**config.mk**
```make
export PLATFORM = sky130hd
export DESIGN_NAME = spi_reg_arbiter
export DESIGN_NICKNAME = d
export VERILOG_FILES = /design/src/rtl/spi_reg_arbiter_pkg.sv /design/src/rtl/spi_reg_arbiter_rr_arb2.sv /design/src/rtl/spi_reg_arbiter.sv
export SDC_FILE = /design/constraint.sdc
export NUM_CORES = 1
export LEC_CHECK = 0
export ABC_AREA = 0
export BUFFER_PORTS_ARGS = -buffer_cell sky130_fd_sc_hd__buf_4
export CAP_MARGIN = 20
export CORE_MARGIN = 1.5
export CORE_UTILIZATION = 25
export CTS_CLUSTER_SIZE = 30
export DETAILED_ROUTE_END_ITERATION = 8
export HOLD_SLACK_MARGIN = 0.12
export PLACE_DENSITY = 0.53
export SLEW_MARGIN = 0
export SYNTH_ARGS = -nofsm -noshare
export SYNTH_HDL_FRONTEND = slang
export SYNTH_SLANG_ARGS = --single-unit
```
**constraint.sdc**
```tcl
create_clock -name clk -period 2.5 [get_ports clk]
set_input_delay 0.5 -clock clk [delete_from_list [all_inputs] [get_ports clk]]
set_output_delay 0.5 -clock clk [all_outputs]
set_load 0.01 [all_outputs]
```
**src/rtl/spi_reg_arbiter_pkg.sv**
```systemverilog
// Shared definitions for the SPI / local register-bus arbiter.
package spi_reg_arbiter_pkg;

  // Arbiter FSM states
  typedef enum logic [1:0] {
    ST_IDLE          = 2'd0,
    ST_SPI_WAIT_DATA = 2'd1,
    ST_BUS_SPI       = 2'd2,
    ST_BUS_LOC       = 2'd3
  } state_e;

  // Position of the write flag inside the SPI command byte
  localparam int CMD_WR_BIT = 7;

  // Read data returned to a requester whose bus access timed out
  localparam logic [15:0] TIMEOUT_RDATA = 16'hDEAD;

  // Request / grant vector indices for the round-robin arbiter
  localparam int REQ_SPI = 0;
  localparam int REQ_LOC = 1;

endpackage

```
**src/rtl/spi_reg_arbiter_rr_arb2.sv**
```systemverilog
// Two-requester round-robin arbiter with a last-grant pointer.
// On contention the requester that was not granted last wins.
module rr_arb2 #(
  parameter logic FIRST_IDX = 1'b0  // index favoured on the first contention
) (
  input  logic       clk,
  input  logic       rst,
  input  logic [1:0] req,
  input  logic       en,
  output logic [1:0] gnt
);

  logic last_q;
  logic last_d;

  // One-hot grant and pointer update
  always_comb begin
    gnt    = 2'b00;
    last_d = last_q;
    if (en) begin
      case (req)
        2'b01:   gnt = 2'b01;
        2'b10:   gnt = 2'b10;
        2'b11:   gnt = last_q ? 2'b01 : 2'b10;
        default: gnt = 2'b00;
      endcase
    end
    if (gnt != 2'b00) begin
      last_d = gnt[1];
    end
  end

  // Last-grant pointer; reset so that FIRST_IDX counts as "not granted last"
  always_ff @(posedge clk) begin
    if (rst) begin
      last_q <= ~FIRST_IDX;
    end else begin
      last_q <= last_d;
    end
  end

endmodule

```
**src/rtl/spi_reg_arbiter.sv**
```systemverilog
// Arbitrates a shared register bus between SPI commands and a local requester.
// SPI commands pass through a one-deep slot; a write command waits there for
// its data word before it becomes eligible for arbitration.
module spi_reg_arbiter
  import spi_reg_arbiter_pkg::*;
#(
  parameter logic [7:0] TIMEOUT   = 8'd255,
  parameter int         SPI_FIRST = 1
) (
  input  logic        clk,
  input  logic        rst,
  input  logic [7:0]  cmd_addr,
  input  logic        cmd_addr_valid,
  input  logic [15:0] cmd_data,
  input  logic        cmd_data_valid,
  output logic [15:0] spi_rdata,
  output logic        spi_rvalid,
  input  logic        loc_req,
  input  logic        loc_we,
  input  logic [6:0]  loc_addr,
  input  logic [15:0] loc_wdata,
  output logic [15:0] loc_rdata,
  output logic        loc_done,
  output logic        bus_req,
  output logic        bus_we,
  output logic [6:0]  bus_addr,
  output logic [15:0] bus_wdata,
  input  logic        bus_ack,
  input  logic [15:0] bus_rdata,
  output logic        err_timeout
);

  state_e      state_q, state_d;

  logic        slot_vld_q, slot_vld_d;
  logic        slot_we_q, slot_we_d;
  logic        slot_rdy_q, slot_rdy_d;
  logic [6:0]  slot_addr_q, slot_addr_d;
  logic [15:0] slot_wdata_q, slot_wdata_d;

  logic [7:0]  wait_q, wait_d;
  logic [7:0]  wait_inc;

  logic        bus_req_q, bus_req_d;
  logic        bus_we_q, bus_we_d;
  logic [6:0]  bus_addr_q, bus_addr_d;
  logic [15:0] bus_wdata_q, bus_wdata_d;
  logic [15:0] spi_rdata_q, spi_rdata_d;
  logic        spi_rvalid_q, spi_rvalid_d;
  logic [15:0] loc_rdata_q, loc_rdata_d;
  logic        loc_done_q, loc_done_d;
  logic        err_timeout_q, err_timeout_d;

  // Slot contents after this cycle's SPI strobes, before any grant consumes it
  logic        s_vld_n, s_we_n, s_rdy_n;
  logic [6:0]  s_addr_n;
  logic [15:0] s_wdata_n;

  logic [1:0]  arb_req;
  logic [1:0]  arb_gnt;
  logic        arb_en;
  logic        bus_done;
  logic [15:0] done_rdata;

  assign wait_inc = wait_q + 8'd1;

  // Capture SPI commands into the slot; a new command always replaces the old one
  always_comb begin
    s_vld_n   = slot_vld_q;
    s_we_n    = slot_we_q;
    s_rdy_n   = slot_rdy_q;
    s_addr_n  = slot_addr_q;
    s_wdata_n = slot_wdata_q;
    if (cmd_addr_valid) begin
      s_vld_n  = 1'b1;
      s_we_n   = cmd_addr[CMD_WR_BIT];
      s_rdy_n  = ~cmd_addr[CMD_WR_BIT];
      s_addr_n = cmd_addr[6:0];
    end else if (cmd_data_valid && slot_vld_q && slot_we_q && !slot_rdy_q) begin
      s_wdata_n = cmd_data;
      s_rdy_n   = 1'b1;
    end
  end

  // The cycle loc_done pulses the requester still holds loc_req, so mask it
  // there to avoid re-granting the access that just finished. An unready
  // SPI write holds off arbitration until its data word arrives.
  assign arb_req[REQ_SPI] = s_vld_n & s_rdy_n;
  assign arb_req[REQ_LOC] = loc_req & ~loc_done_q;
  assign arb_en           = (state_q == ST_IDLE) && !(s_vld_n && !s_rdy_n);

  rr_arb2 #(
    .FIRST_IDX((SPI_FIRST != 0) ? 1'b0 : 1'b1)
  ) u_rr_arb2 (
    .clk (clk),
    .rst (rst),
    .req (arb_req),
    .en  (arb_en),
    .gnt (arb_gnt)
  );

  // A bus access completes on ack, or on timeout with substitute read data
  assign bus_done   = bus_ack || (wait_inc == TIMEOUT);
  assign done_rdata = bus_ack ? bus_rdata : TIMEOUT_RDATA;

  // Next-state and registered-output logic
  always_comb begin
    state_d       = state_q;
    slot_vld_d    = s_vld_n;
    slot_we_d     = s_we_n;
    slot_rdy_d    = s_rdy_n;
    slot_addr_d   = s_addr_n;
    slot_wdata_d  = s_wdata_n;
    wait_d        = wait_q;
    bus_req_d     = bus_req_q;
    bus_we_d      = bus_we_q;
    bus_addr_d    = bus_addr_q;
    bus_wdata_d   = bus_wdata_q;
    spi_rdata_d   = spi_rdata_q;
    spi_rvalid_d  = 1'b0;
    loc_rdata_d   = loc_rdata_q;
    loc_done_d    = 1'b0;
    err_timeout_d = err_timeout_q;

    case (state_q)
      ST_IDLE: begin
        if (s_vld_n && !s_rdy_n) begin
          state_d = ST_SPI_WAIT_DATA;
        end else if (arb_gnt[REQ_SPI]) begin
          state_d     = ST_BUS_SPI;
          bus_req_d   = 1'b1;
          bus_we_d    = s_we_n;
          bus_addr_d  = s_addr_n;
          bus_wdata_d = s_wdata_n;
          wait_d      = 8'd0;
          slot_vld_d  = 1'b0;
          slot_rdy_d  = 1'b0;
        end else if (arb_gnt[REQ_LOC]) begin
          state_d     = ST_BUS_LOC;
          bus_req_d   = 1'b1;
          bus_we_d    = loc_we;
          bus_addr_d  = loc_addr;
          bus_wdata_d = loc_wdata;
          wait_d      = 8'd0;
        end
      end

      ST_SPI_WAIT_DATA: begin
        if (!s_vld_n || s_rdy_n) begin
          state_d = ST_IDLE;
        end
      end

      ST_BUS_SPI, ST_BUS_LOC: begin
        if (bus_done) begin
          state_d   = ST_IDLE;
          bus_req_d = 1'b0;
          wait_d    = 8'd0;
          if (!bus_ack) begin
            err_timeout_d = 1'b1;
          end
          if (state_q == ST_BUS_SPI) begin
            if (!bus_we_q) begin
              spi_rvalid_d = 1'b1;
              spi_rdata_d  = done_rdata;
            end
          end else begin
            loc_done_d = 1'b1;
            if (!bus_we_q) begin
              loc_rdata_d = done_rdata;
            end
          end
        end else begin
          wait_d = wait_inc;
        end
      end

      default: state_d = ST_IDLE;
    endcase
  end

  // State, slot and output registers
  always_ff @(posedge clk) begin
    if (rst) begin
      state_q       <= ST_IDLE;
      slot_vld_q    <= 1'b0;
      slot_we_q     <= 1'b0;
      slot_rdy_q    <= 1'b0;
      slot_addr_q   <= 7'd0;
      slot_wdata_q  <= 16'd0;
      wait_q        <= 8'd0;
      bus_req_q     <= 1'b0;
      bus_we_q      <= 1'b0;
      bus_addr_q    <= 7'd0;
      bus_wdata_q   <= 16'd0;
      spi_rdata_q   <= 16'd0;
      spi_rvalid_q  <= 1'b0;
      loc_rdata_q   <= 16'd0;
      loc_done_q    <= 1'b0;
      err_timeout_q <= 1'b0;
    end else begin
      state_q       <= state_d;
      slot_vld_q    <= slot_vld_d;
      slot_we_q     <= slot_we_d;
      slot_rdy_q    <= slot_rdy_d;
      slot_addr_q   <= slot_addr_d;
      slot_wdata_q  <= slot_wdata_d;
      wait_q        <= wait_d;
      bus_req_q     <= bus_req_d;
      bus_we_q      <= bus_we_d;
      bus_addr_q    <= bus_addr_d;
      bus_wdata_q   <= bus_wdata_d;
      spi_rdata_q   <= spi_rdata_d;
      spi_rvalid_q  <= spi_rvalid_d;
      loc_rdata_q   <= loc_rdata_d;
      loc_done_q    <= loc_done_d;
      err_timeout_q <= err_timeout_d;
    end
  end

  assign spi_rdata   = spi_rdata_q;
  assign spi_rvalid  = spi_rvalid_q;
  assign loc_rdata   = loc_rdata_q;
  assign loc_done    = loc_done_q;
  assign bus_req     = bus_req_q;
  assign bus_we      = bus_we_q;
  assign bus_addr    = bus_addr_q;
  assign bus_wdata   = bus_wdata_q;
  assign err_timeout = err_timeout_q;

endmodule

```
Word-level counts from Yosys, hierarchy flattened

Cells that the tools add are included.
W data, S select, Z words.

Add/sub/neg operators: 1
Eq/ne operators: 12
Muxes and demuxes: 41
Bitwise gates (word level): 10
Reductions and logical operators: 24

Operators by type and width:

| operator              | number |
|---|---|
| $mux W16              | 5 |
| $mux W8               | 4 |
| $mux W7               | 3 |
| $mux W1               | 18 |
| $pmux W8 S2           | 1 |
| $mux W2               | 7 |
| $pmux W2 S3           | 2 |
| $reduce_and A3 Y1     | 4 |
| $reduce_and A4 Y1     | 3 |
| $add A8 B1 Y8 const B | 1 |
| $eq A2 B2 Y1 const B  | 4 |
| $eq A8 B8 Y1 const B  | 1 |
| $not A1 Y1            | 8 |
| $ne A2 B2 Y1 const B  | 3 |
| $logic_and A1 B1 Y1   | 5 |
| $eq A2 B1 Y1 const B  | 2 |
| $logic_not A1 Y1      | 4 |
| $ne A4 B3 Y1 const B  | 1 |
| $reduce_bool A2 Y1    | 2 |
| $reduce_or A4 Y1      | 1 |
| $ne A3 B3 Y1 const B  | 1 |
| $reduce_or A3 Y1      | 1 |
| $and A1 B1 Y1         | 2 |
| $logic_not A2 Y1      | 1 |
| other kinds (3)       | 4 |

Register bits after elaboration: 97
Logic and storage cells: 105

Depth between registers and ports, before layout

Gate-level depths: netlist of run 1.

Word-level depth: 14
Mapped depth: 9
Mapped depth without buffers: 7

Hierarchy

Synthesis of run 1 repeated with hierarchy kept, for this count alone.

Cells, all modules: 460
Area total of the unflattened synthesis: 3992.6 um2

By module, submodules not included:

| module          | times used | cells an instance | area each (um2) | seq. area each (um2) |
|---|---|---|---|---|
| spi_reg_arbiter | 1          | 452               | 3933.8          | 1921.8 |
| rr_arb2         | 1          | 8                 | 58.8            | 20.0 |

Least setup slack after synthesis of run 1

OpenSTA, ideal clock, no wires.

Path type: input -> register
Start: in cmd_addr[7]
End: reg bus_addr_q[0] (netlist: bus_addr[0])
Library setup time: 0.070 ns
Arrival time: 2.158 ns
Required time: 2.430 ns
Slack: 0.272 ns
Cell stages on the path: 8
Path buffers: 2
Path through: and2_1 > or4_1 > nor3_2 > or2_2 > buf_2 > buf_4 > o211ai_1 > a21oi_1

Cells in the longest elaborated chain, start to end: 9
Elaborated cells between the ends (all ways): 16
Those cells by class: eq/ne (3); mux (4); bitwise (3); reduce/logical (6)

RTL lines:

| what                                                                | RTL line               | source |
|---|---|---|
| from (decl)                                                         | spi_reg_arbiter.sv:12  | `input logic [7:0] cmd_addr,` |
| $not A1 Y1 *                                                        | spi_reg_arbiter.sv:77  | `s_rdy_n = ~cmd_addr[CMD_WR_BIT];` |
| $mux W1 *                                                           | spi_reg_arbiter.sv:74  | `if (cmd_addr_valid) begin` |
| parallel branches: the longest is 7 deep, another holds $pmux W2 S3 | -                      |  |
| to (signal assigned)                                                | spi_reg_arbiter.sv:211 | `bus_addr_q <= bus_addr_d;` |
| to (decl)                                                           | spi_reg_arbiter.sv:46  | `logic [6:0] bus_addr_q, bus_addr_d;` |

Every way passes the cells marked *.
A chain may end at the register's enable or synchronous reset.

Final worst setup path of run 1

Start: reg wait_q[1]
End: reg loc_rdata_q[0] (netlist: loc_rdata[0])

Cells in the longest elaborated chain, start to end: 4

RTL lines:

| what                               | RTL line               | source |
|---|---|---|
| from (decl)                        | spi_reg_arbiter.sv:41  | `logic [7:0] wait_q, wait_d;` |
| from (signal assigned)             | spi_reg_arbiter.sv:208 | `wait_q <= wait_d;` |
| $add A8 B1 Y8                      | spi_reg_arbiter.sv:65  | `assign wait_inc = wait_q + 8'd1;` |
| $eq A8 B8 Y1                       | spi_reg_arbiter.sv:103 | `assign bus_done = bus_ack \|\| (wait_inc == TIMEOUT);` |
| $logic_or A1 B1 Y1                 | spi_reg_arbiter.sv:103 |  |
| $reduce_and A4 Y1 (no source line) | -                      |  |
| to (signal assigned)               | spi_reg_arbiter.sv:215 | `loc_rdata_q <= loc_rdata_d;` |
| to (decl)                          | spi_reg_arbiter.sv:50  | `logic [15:0] loc_rdata_q, loc_rdata_d;` |

Every way passes these cells.

==> out/metrics.csv, run 1 <==
metric,value,unit
Congestion Overflow GR,0,
initial core utilization,0.256,
Seq cells post-synth,97,
die area,17100,um^2
Syn-to-layout area delta,39.5,%
routability cong.,0.748,
"Hold Violations, Final",0,
routed vias,3689,
Fin Setup TNS,0,ns
Setup Skew,0.00551,ns
syn nets,547,
worst path cell trace,buf_4 -> nand3_1 -> or3_1 -> and2_1 -> o41a_1 -> or2_4 -> a211oi_1,
worst-case clock buffer depth,2,
hpwl dp,7940,um
placed cell area,5330,um^2
number of global-route vias before repair,3695,
Worst Path Max Fanout,11,
first-pass GRT wire length,17700,um
final instance area,5700,um^2
Die W,131,um
worst reg2reg startpoint,wait_q[1],
Fillers,1652,
Worst EP required,2.76,ns
status,"finished, final reports clean",
Max Cap Viol,0,
fin crit period,2.29,ns
CP max-delay cell,dfxtp_1,
synthesized cell area,4090,um^2
Via-to-Cell Ratio,4.49,
sequential fraction of the synthesis area,0.475,
hold path start,bus_rdata[8],
port bufs,129,
initial antenna violation count,1,
Initial DRC Count,143,
dominant synthesized flop cell,dfxtp_1,
CTS Sinks,97,
post-route ant nets,0,
Highest Clock Rate,437,MHz
"EDFF count, synth",0,
Post-Route WL,11000,um
H-tree depth,3,
Synth async-reset ratio,0,
Reg area,1950,um^2
Clock transition at path regs,0.07,ns
Avg Synthesized Cell Area,8.60,um^2
Synth Warn #,0,
CP Launch Type,register,
Synth cell types,44,
PD cells,679,nW/um^2
GRT Total Usage,0.132,
# DRC,0,
largest net degree at the start of global routing,69,
leakage,2.41,nW
setup violators final,0,
core footprint,15900,um^2
number of CTS-inserted buffers,9,
Multi-input gate area,1920,um^2
CTS tree,done,
die height,131,um
Ports,130,
clock root buffer,clkbuf_16,
Slew Limit Fails,0,
Wirelength per Cell,13.4,um
crit path DAT,2.55,ns
share of layout cells above drive strength 1,0.325,
"delay-heaviest family, CP",simple AND/OR/NAND/NOR gates,
kind of critical path,register to register,
fin crit share,0.914,
unrepaired setup endpoints after global routing,false,
site row count,46,
DR pass1 iterations,4,
Cells after Synth,475,
clk_lat worst skew,0.34,ns
Worst Hold Class,input port to register,
n_diodes,0,
final core occ,0.357,
endpoint class of the critical path,register,
Slew Limit Headroom,0.528,
smallest hold slack,0.415,ns
Final Net Count,673,
VDD IR max,0.000350,V
Worst setup startpoint,wait_q[1],
max incr delay on CP,0.43,ns
Bufs and invs on worst path,1,
worst slew pin tran,0.709,ns
-- final cells by class --
class | count | share of cell area
well taps | 216 | 0.0474
repair buffers | 148 | 0.200
multi-input cells | 319 | 0.336
inverters | 26 | 0.0171
flip-flops and latches | 97 | 0.341
clock inverters | 3 | 0.00812
clock buffers | 13 | 0.0492
-- synthesized netlist by cell type (3+ instances only) --
cell      count  area share
nand3_1       4      0.0049
nor3_1        7      0.0086
a211oi_1      3      0.0055
o21ai_0      16       0.020
a21oi_1      39       0.048
buf_2         3      0.0037
o211ai_1     25       0.046
nor2b_1       6      0.0092
dfxtp_1      97        0.48
nor2_1       62       0.057
buf_4         3      0.0055
mux2i_1      23       0.056
clkbuf_1     22       0.020
inv_1        26       0.024
a211oi_2     20       0.061
or2_2         3      0.0046
nor4_1        5      0.0077
nand2_1      73       0.067
-- per-layer routing --
metal  share of wire  global-route usage  vias up  wire, um
li1                -                   -     1873         -
met1            0.45               0.160     1688      4910
met2            0.46               0.220      116      5100
met3           0.080              0.0460       10       883
met4           0.012              0.0420        2       133
met5          0.0012                   0        -        13
-- per-stage QoR --
stage                     instances  setup WS, ns  power, mW
final                           822         0.214       3.87
after floorplan                 475         0.272       2.09
after global placement          804        -0.236       2.42
after global routing            822       0.00617       4.06
after CTS                       820       0.00238       3.92
after detailed placement        804        -0.233       2.43
-- power breakdown --
| part | switching (mW) | total, mW | leakage, nW | internal [mW] |
|---|---|---|---|---|
| Clock | 0.585 | 1.47 | 0.158 | 0.887 |
| Sequential | 0.0677 | 1.71 | 0.791 | 1.65 |
| Combinational | 0.353 | 0.686 | 1.46 | 0.333 |
| Total | 1.01 | 3.87 | 2.41 | 2.87 |
-- cell usage in the layout, fill, tap and decap left out, types with 5 or more instances in the layout --
cell type and instances:
mux2i_1 23, nor2_1 61, nor2b_1 6, a211oi_2 20
dfxtp_1 94, nand2_1 73, clkbuf_16 9, inv_1 26
o211ai_1 25, buf_4 144, nor3_1 7, a21oi_1 39
o21ai_0 16, nor4_1 5
-- sequential cells by signal, summed over array words and instances (netlist names) --
register,cells
spi_rvalid,1
slot_vld_q,1
err_timeout,1
slot_we_q,1
bus_wdata,16
u_rr_arb2.last_q,1
slot_addr_q,7
bus_req,1
loc_done,1
bus_addr,7
slot_rdy_q,1
loc_rdata,16
spi_rdata,16
state_q,2
wait_q,8
bus_we,1
slot_wdata_q,16
-- cell families after synthesis --
family                   Yosys count  share of synthesized area
AO/OA/AOI/OAI                    116                      0.210
XOR/XNOR                           2                    0.00429
adder cells (fa/ha/maj)            2                    0.00612
buffers and inverters             59                     0.0619
flip-flops                        97                      0.475
multiplexers                      23                     0.0564
AND/OR/NAND/NOR                  176                      0.186
-- what timing repair did --
action                     CTS  global route
setup endpoints to repair    0            22
setup buffers                0             0
hold buffers                 0             0
resized for setup            0             9
hold endpoints to repair     0             0
-- worst reg2reg max path, stage by stage (launching register included) --
cell and delay (ns):
dfxtp_1 0.43, buf_4 0.17, nand3_1 0.08, or3_1 0.32, and2_1 0.21, o41a_1 0.38
or2_4 0.36, a211oi_1 0.25
-- worst paths after layout --
check                 end  slack [ns]  cells past startpoint
max          loc_rdata[0]        0.21                      7
min          spi_rdata[8]        0.41                      3
max reg2reg  loc_rdata[0]        0.21                      7
min reg2reg   bus_addr[5]        0.45                      2
Power figures use the tool's default switching activity.
==> inputs of run 2 (changes only) <==
--- a/config.mk
+++ b/config.mk
@@ -6,14 +6,14 @@
 export NUM_CORES = 1
 export LEC_CHECK = 0
 export ABC_AREA = 0
-export BUFFER_PORTS_ARGS = -buffer_cell sky130_fd_sc_hd__buf_4
 export CAP_MARGIN = 20
-export CORE_MARGIN = 1.5
+export CORE_MARGIN = 2
 export CORE_UTILIZATION = 25
 export CTS_CLUSTER_SIZE = 30
 export DETAILED_ROUTE_END_ITERATION = 8
+export DONT_BUFFER_PORTS = 1
 export HOLD_SLACK_MARGIN = 0.12
-export PLACE_DENSITY = 0.53
+export PLACE_DENSITY = 0.46
 export SLEW_MARGIN = 0
 export SYNTH_ARGS = -nofsm -noshare
 export SYNTH_HDL_FRONTEND = slang
==> run 2 against run 1 <==
Compared with the run above: sequential power rose by 3%; first-iteration DRC count shrank 45%; sequential share of layout area rose by 7.8 points; worst setup slack improved by 0.0044 ns; clock skew up 0.0012 ns; clock-buffer cell count fell by 3; via count down 13%; register-to-register slack hardly changed; wire length shrank 3.2%; critical endpoint is now spi_rdata[0]; design area is 19% lower; hold slack lost 0.19 ns; fmax rose by 0.19%.
==> out/metrics.csv, run 2 (same netlist as run 1, synthesis figures left out) <==
metric,value,unit
routed vias,3219,
Sw Share,0.270,
final instance area,4630,um^2
die area,17400,um^2
largest net degree at the start of global routing,93,
Max Cap Viol,0,
first-pass GRT wire length,17500,um
max incr delay on CP,0.51,ns
power consumption,3.58,mW
setup violators final,0,
fin crit period,2.28,ns
crit path DAT,2.55,ns
number of CTS-inserted buffers,9,
Initial DRC Count,78,
power share of the combinational group,0.109,
CTS tree,done,
DR top layer,met4,
n_diodes,0,
Multi-input gate area,1920,um^2
metal2 WL,4750,um
H-tree depth,3,
hpwl dp,7380,um
leakage,1.69,nW
"delay-heaviest family, CP",compound AO/OA/AOI/OAI gates,
CP max-delay cell,o41a_1,
DR pass1 iterations,4,
Layout Cells excl Fill,683,
number of global-route vias before repair,3223,
worst path cell trace,ha_1 -> nand2_1 -> nor3_1 -> nor3_1 -> o41a_1 -> or2_4 -> a211oi_1,
GRT Total Usage,0.126,
fin crit share,0.913,
Clock transition at path regs,0.07,ns
"Hold Violations, Final",0,
Worst Hold Class,input port to register,
routed wl met3,1230,um
total setup buffers inserted after CTS,0,
Slew Limit Headroom,0.672,
initial core utilization,0.256,
placed cell area,4310,um^2
"most common cell after layout, fill and taps aside",dfxtp_1,
worst slew pin tran,0.488,ns
Congestion Overflow GR,0,
# DRC,0,
Reg area,1940,um^2
clk_lat worst skew,0.35,ns
most frequent CP cell,nor3_1,
status,"finished, final reports clean",
Metal-1 WL,4590,um
clock root buffer,clkbuf_16,
routability cong.,0.808,
PostCTS Resize Cnt,2,
Highest Clock Rate,438,MHz
Via-to-Cell Ratio,4.71,
NetSw,0.968,mW
Post-Route WL,10700,um
kind of critical path,register to register,
unrepaired setup endpoints after global routing,false,
"Endpoint, Worst Hold",err_timeout,
Ports,130,
PD cells,773,nW/um^2
Fin Setup TNS,0,ns
r2r endpoint,spi_rdata[0],
die height,132,um
Syn-to-layout area delta,13.4,%
Slew Limit Fails,0,
reg2reg path depth,7,
VDD IR max,0.000301,V
worst reg2reg startpoint,wait_q[1],
most frequent cells in the layout,"dfxtp_1 (95), nand2_1 (73), nor2_1 (61)",
Wirelength per Cell,15.6,um
CTS Sinks,97,
initial antenna violation count,0,
worst-case clock buffer depth,2,
core footprint,15900,um^2
Bufs and invs on worst path,0,
hold path cells,1,
endpoint class of the critical path,register,
port bufs,0,
share of layout cells above drive strength 1,0.124,
# hold bufs at CTS,0,
Fillers,1726,
Worst Path Max Fanout,11,
site row count,46,
clock network fraction of total power,0.398,
Worst EP required,2.76,ns
Die W,132,um
smallest hold slack,0.223,ns
post-route ant nets,0,
cell-internal power,2.61,mW
worst reg-to-reg setup slack,0.22,ns
Final Net Count,535,
Flop pwr share,0.493,
Setup Skew,0.00672,ns
CP Launch Type,register,
Placed Instances,668,
hold path start,rst,
-- run 2: layout make-up --
cell class | count | share of cell area
multi-input cells | 319 | 0.414
flip-flops and latches | 97 | 0.420
repair buffers | 10 | 0.0216
clock buffers | 10 | 0.0516
inverters | 26 | 0.0211
well taps | 216 | 0.0584
clock inverters | 5 | 0.0135
-- run 2: metal layers --
layer,track usage,up-vias
met4,0.0399,0
met5,0,-
met1,0.148,1493
met3,0.0707,11
met2,0.197,114
li1,-,1601
-- run 2: power by group through the flow --
stage,sequential (mW),combinational [mW],clock (mW)
global route,1.78,0.447,1.55
floorplan,1.76,0.328,0
finish,1.76,0.390,1.43
global placement,1.80,0.387,0
CTS,1.76,0.398,1.47
detailed placement,1.80,0.398,0
-- run 2: how the worst max path moves through the flow --
stage               slack (ns)         from           end  depth (start not counted)
global route              0.02    wait_q[1]  spi_rdata[8]                          8
detailed placement       -0.03    wait_q[0]  spi_rdata[0]                          7
finish                    0.22    wait_q[1]  spi_rdata[0]                          7
floorplan                 0.27  cmd_addr[7]   bus_addr[0]                          8
global placement          0.05    wait_q[0]  spi_rdata[0]                          7
CTS                       0.05    wait_q[0]  spi_rdata[0]                          7
-- run 2: per-stage QoR --
step	worst slack, ns	utilization
2_1_floorplan	0.272	-
3_3_place_gp	0.0536	0.270
3_5_place_dp	-0.0315	0.270
4_1_cts	0.0496	0.289
5_1_grt	0.0159	0.290
6_report	0.218	0.290
-- run 2: worst reg2reg max path: stages (launching register included) --
cell,delay (ns)
dfxtp_1,0.42
ha_1,0.30
nand2_1,0.09
nor3_1,0.15
nor3_1,0.12
o41a_1,0.51
or2_4,0.36
a211oi_1,0.25
==> inputs of run 3 (changes only) <==
--- a/config.mk
+++ b/config.mk
@@ -8,12 +8,13 @@
 export ABC_AREA = 0
 export CAP_MARGIN = 20
 export CORE_MARGIN = 2
-export CORE_UTILIZATION = 25
+export CORE_UTILIZATION = 40
 export CTS_CLUSTER_SIZE = 30
 export DETAILED_ROUTE_END_ITERATION = 8
 export DONT_BUFFER_PORTS = 1
 export HOLD_SLACK_MARGIN = 0.12
-export PLACE_DENSITY = 0.46
+export PLACE_DENSITY = 0.62
+export RECOVER_POWER = 25
 export SLEW_MARGIN = 0
 export SYNTH_ARGS = -nofsm -noshare
 export SYNTH_HDL_FRONTEND = slang
==> run 3 against run 2 <==
Compared with the run above: combinational power is 5.6% lower; worst setup slack improved by 0.067 ns; clock skew shrank 0.00088 ns; clock power down 15%; total power is 6.8% lower; wire length shrank 11%; critical path type unchanged; global-route usage up 4.8 points; final cell count fell by 12%; highest routed layer unchanged; critical endpoint unchanged; largest cell class unchanged.
==> out/metrics.csv, run 3 (same netlist as run 1, synthesis figures left out) <==
metric,value,unit
status,"finished, final reports clean",
Via-to-Cell Ratio,5.39,
largest net degree at the start of global routing,93,
"Hold Violations, Final",0,
worst reg2reg startpoint,wait_q[3],
Reg area,1940,um^2
# hold bufs at CTS,0,
power share of the combinational group,0.110,
total setup buffers inserted after CTS,0,
initial antenna violation count,0,
crit path DAT,2.49,ns
initial core utilization,0.414,
PD cells,751,nW/um^2
power consumption,3.34,mW
PostCTS Resize Cnt,0,
kind of critical path,register to register,
Syn-to-layout area delta,8.79,%
CP max-delay cell,dfxtp_1,
CTS tree,done,
clk_lat worst skew,0.35,ns
Fin Setup TNS,0,ns
setup violators final,0,
fin crit share,0.886,
Wirelength per Cell,15.9,um
worst slew pin tran,1.07,ns
Congestion Overflow GR,0,
H-tree depth,3,
endpoint class of the critical path,register,
Fillers,988,
Worst setup startpoint,wait_q[3],
Clock transition at path regs,0.09,ns
die height,105,um
Initial DRC Count,176,
Sw Share,0.257,
number of CTS-inserted buffers,9,
Setup Skew,0.00583,ns
Slew Limit Fails,0,
core footprint,9860,um^2
Worst Path Max Fanout,11,
Highest Clock Rate,452,MHz
worst reg-to-reg setup slack,0.29,ns
Post-Route WL,9520,um
Multi-input gate area,1910,um^2
DR pass1 iterations,4,
VDD IR max,0.000397,V
hpwl dp,6750,um
NetSw,0.858,mW
first-pass GRT wire length,15600,um
fin crit period,2.21,ns
n_diodes,0,
cell-internal power,2.48,mW
worst path cell trace,nand2_1 -> or3_1 -> and2_1 -> o41a_1 -> or2_4 -> a211oi_1,
GRT Total Usage,0.175,
die area,11000,um^2
number of global-route vias before repair,3151,
Slew Limit Headroom,0.288,
Worst Hold Class,input port to register,
leakage,1.67,nW
CTS Sinks,97,
worst-case clock buffer depth,2,
clock network fraction of total power,0.362,
port bufs,0,
Ports,130,
routed vias,3233,
clock root buffer,clkbuf_8,
Flop pwr share,0.527,
most frequent cells in the layout,"dfxtp_1 (95), nand2_1 (73), nor2_1 (61)",
Worst setup endpoint,spi_rdata[0],
site row count,36,
unrepaired setup endpoints after global routing,false,
"most common cell after layout, fill and taps aside",dfxtp_1,
# DRC,0,
share of layout cells above drive strength 1,0.122,
Max Cap Viol,0,
max incr delay on CP,0.44,ns
Worst EP required,2.77,ns
routability cong.,0.789,
r2r endpoint,spi_rdata[0],
reg2reg path depth,6,
Die W,105,um
CP Launch Type,register,
Final Net Count,535,
post-route ant nets,0,
[run 3: area by class of cell]
cell class | instances | area share
sequential | 97 | 0.437
tap | 133 | 0.0374
clock inverter | 5 | 0.0234
inverter | 26 | 0.0220
timing repair buffer | 10 | 0.0197
multi-input combinational | 319 | 0.429
clock buffer | 10 | 0.0310
[run 3: layer usage]
layer  vias to the layer above  part of all wire  GRT usage
li1                       1598                 -          -
met1                      1488              0.41      0.203
met2                       137              0.45      0.278
met3                        10              0.13     0.0961
met4                         0             0.010     0.0467
met5                         -                 0          0
[run 3: per-stage QoR]
stage | hold slack, ns | utilization | std cells | setup slack, ns | cell area (um^2)
detailed placement | 0.477 | 0.425 | 585 | 0.0477 | 4190
global placement | 0.470 | 0.425 | 585 | 0.137 | 4190
CTS | 0.176 | 0.450 | 600 | 0.0791 | 4430
finish | 0.212 | 0.451 | 600 | 0.285 | 4440
global route | 0.175 | 0.451 | 600 | 0.0956 | 4440
floorplan | 0.456 | - | 475 | 0.272 | 4090
[run 3: power groups by stage]
stage	clock network [mW]	logic [mW]	registers, mW
2_1_floorplan	0	0.328	1.76
3_3_place_gp	0	0.362	1.80
3_5_place_dp	0	0.373	1.80
4_1_cts	1.25	0.375	1.76
5_1_grt	1.32	0.419	1.77
6_report	1.21	0.368	1.76
[run 3: how the worst min path moves through the flow]
| stage | startpoint | endpoint | cells after the start |
|---|---|---|---|
| 2_1_floorplan | slot_addr_q[0] | slot_addr_q[0] | 2 |
| 3_3_place_gp | slot_addr_q[5] | slot_addr_q[5] | 2 |
| 3_5_place_dp | slot_addr_q[0] | slot_addr_q[0] | 2 |
| 4_1_cts | rst | loc_rdata[14] | 1 |
| 5_1_grt | rst | loc_rdata[14] | 1 |
| 6_report | rst | spi_rdata[0] | 1 |
[run 3: worst max-delay path: cells and delay by family, from the launching register on]
| kind | cells | cell delay (ns) |
|---|---|---|
| simple gates | 4 | 1.06 |
| flops | 1 | 0.44 |
| compound gates | 2 | 0.64 |
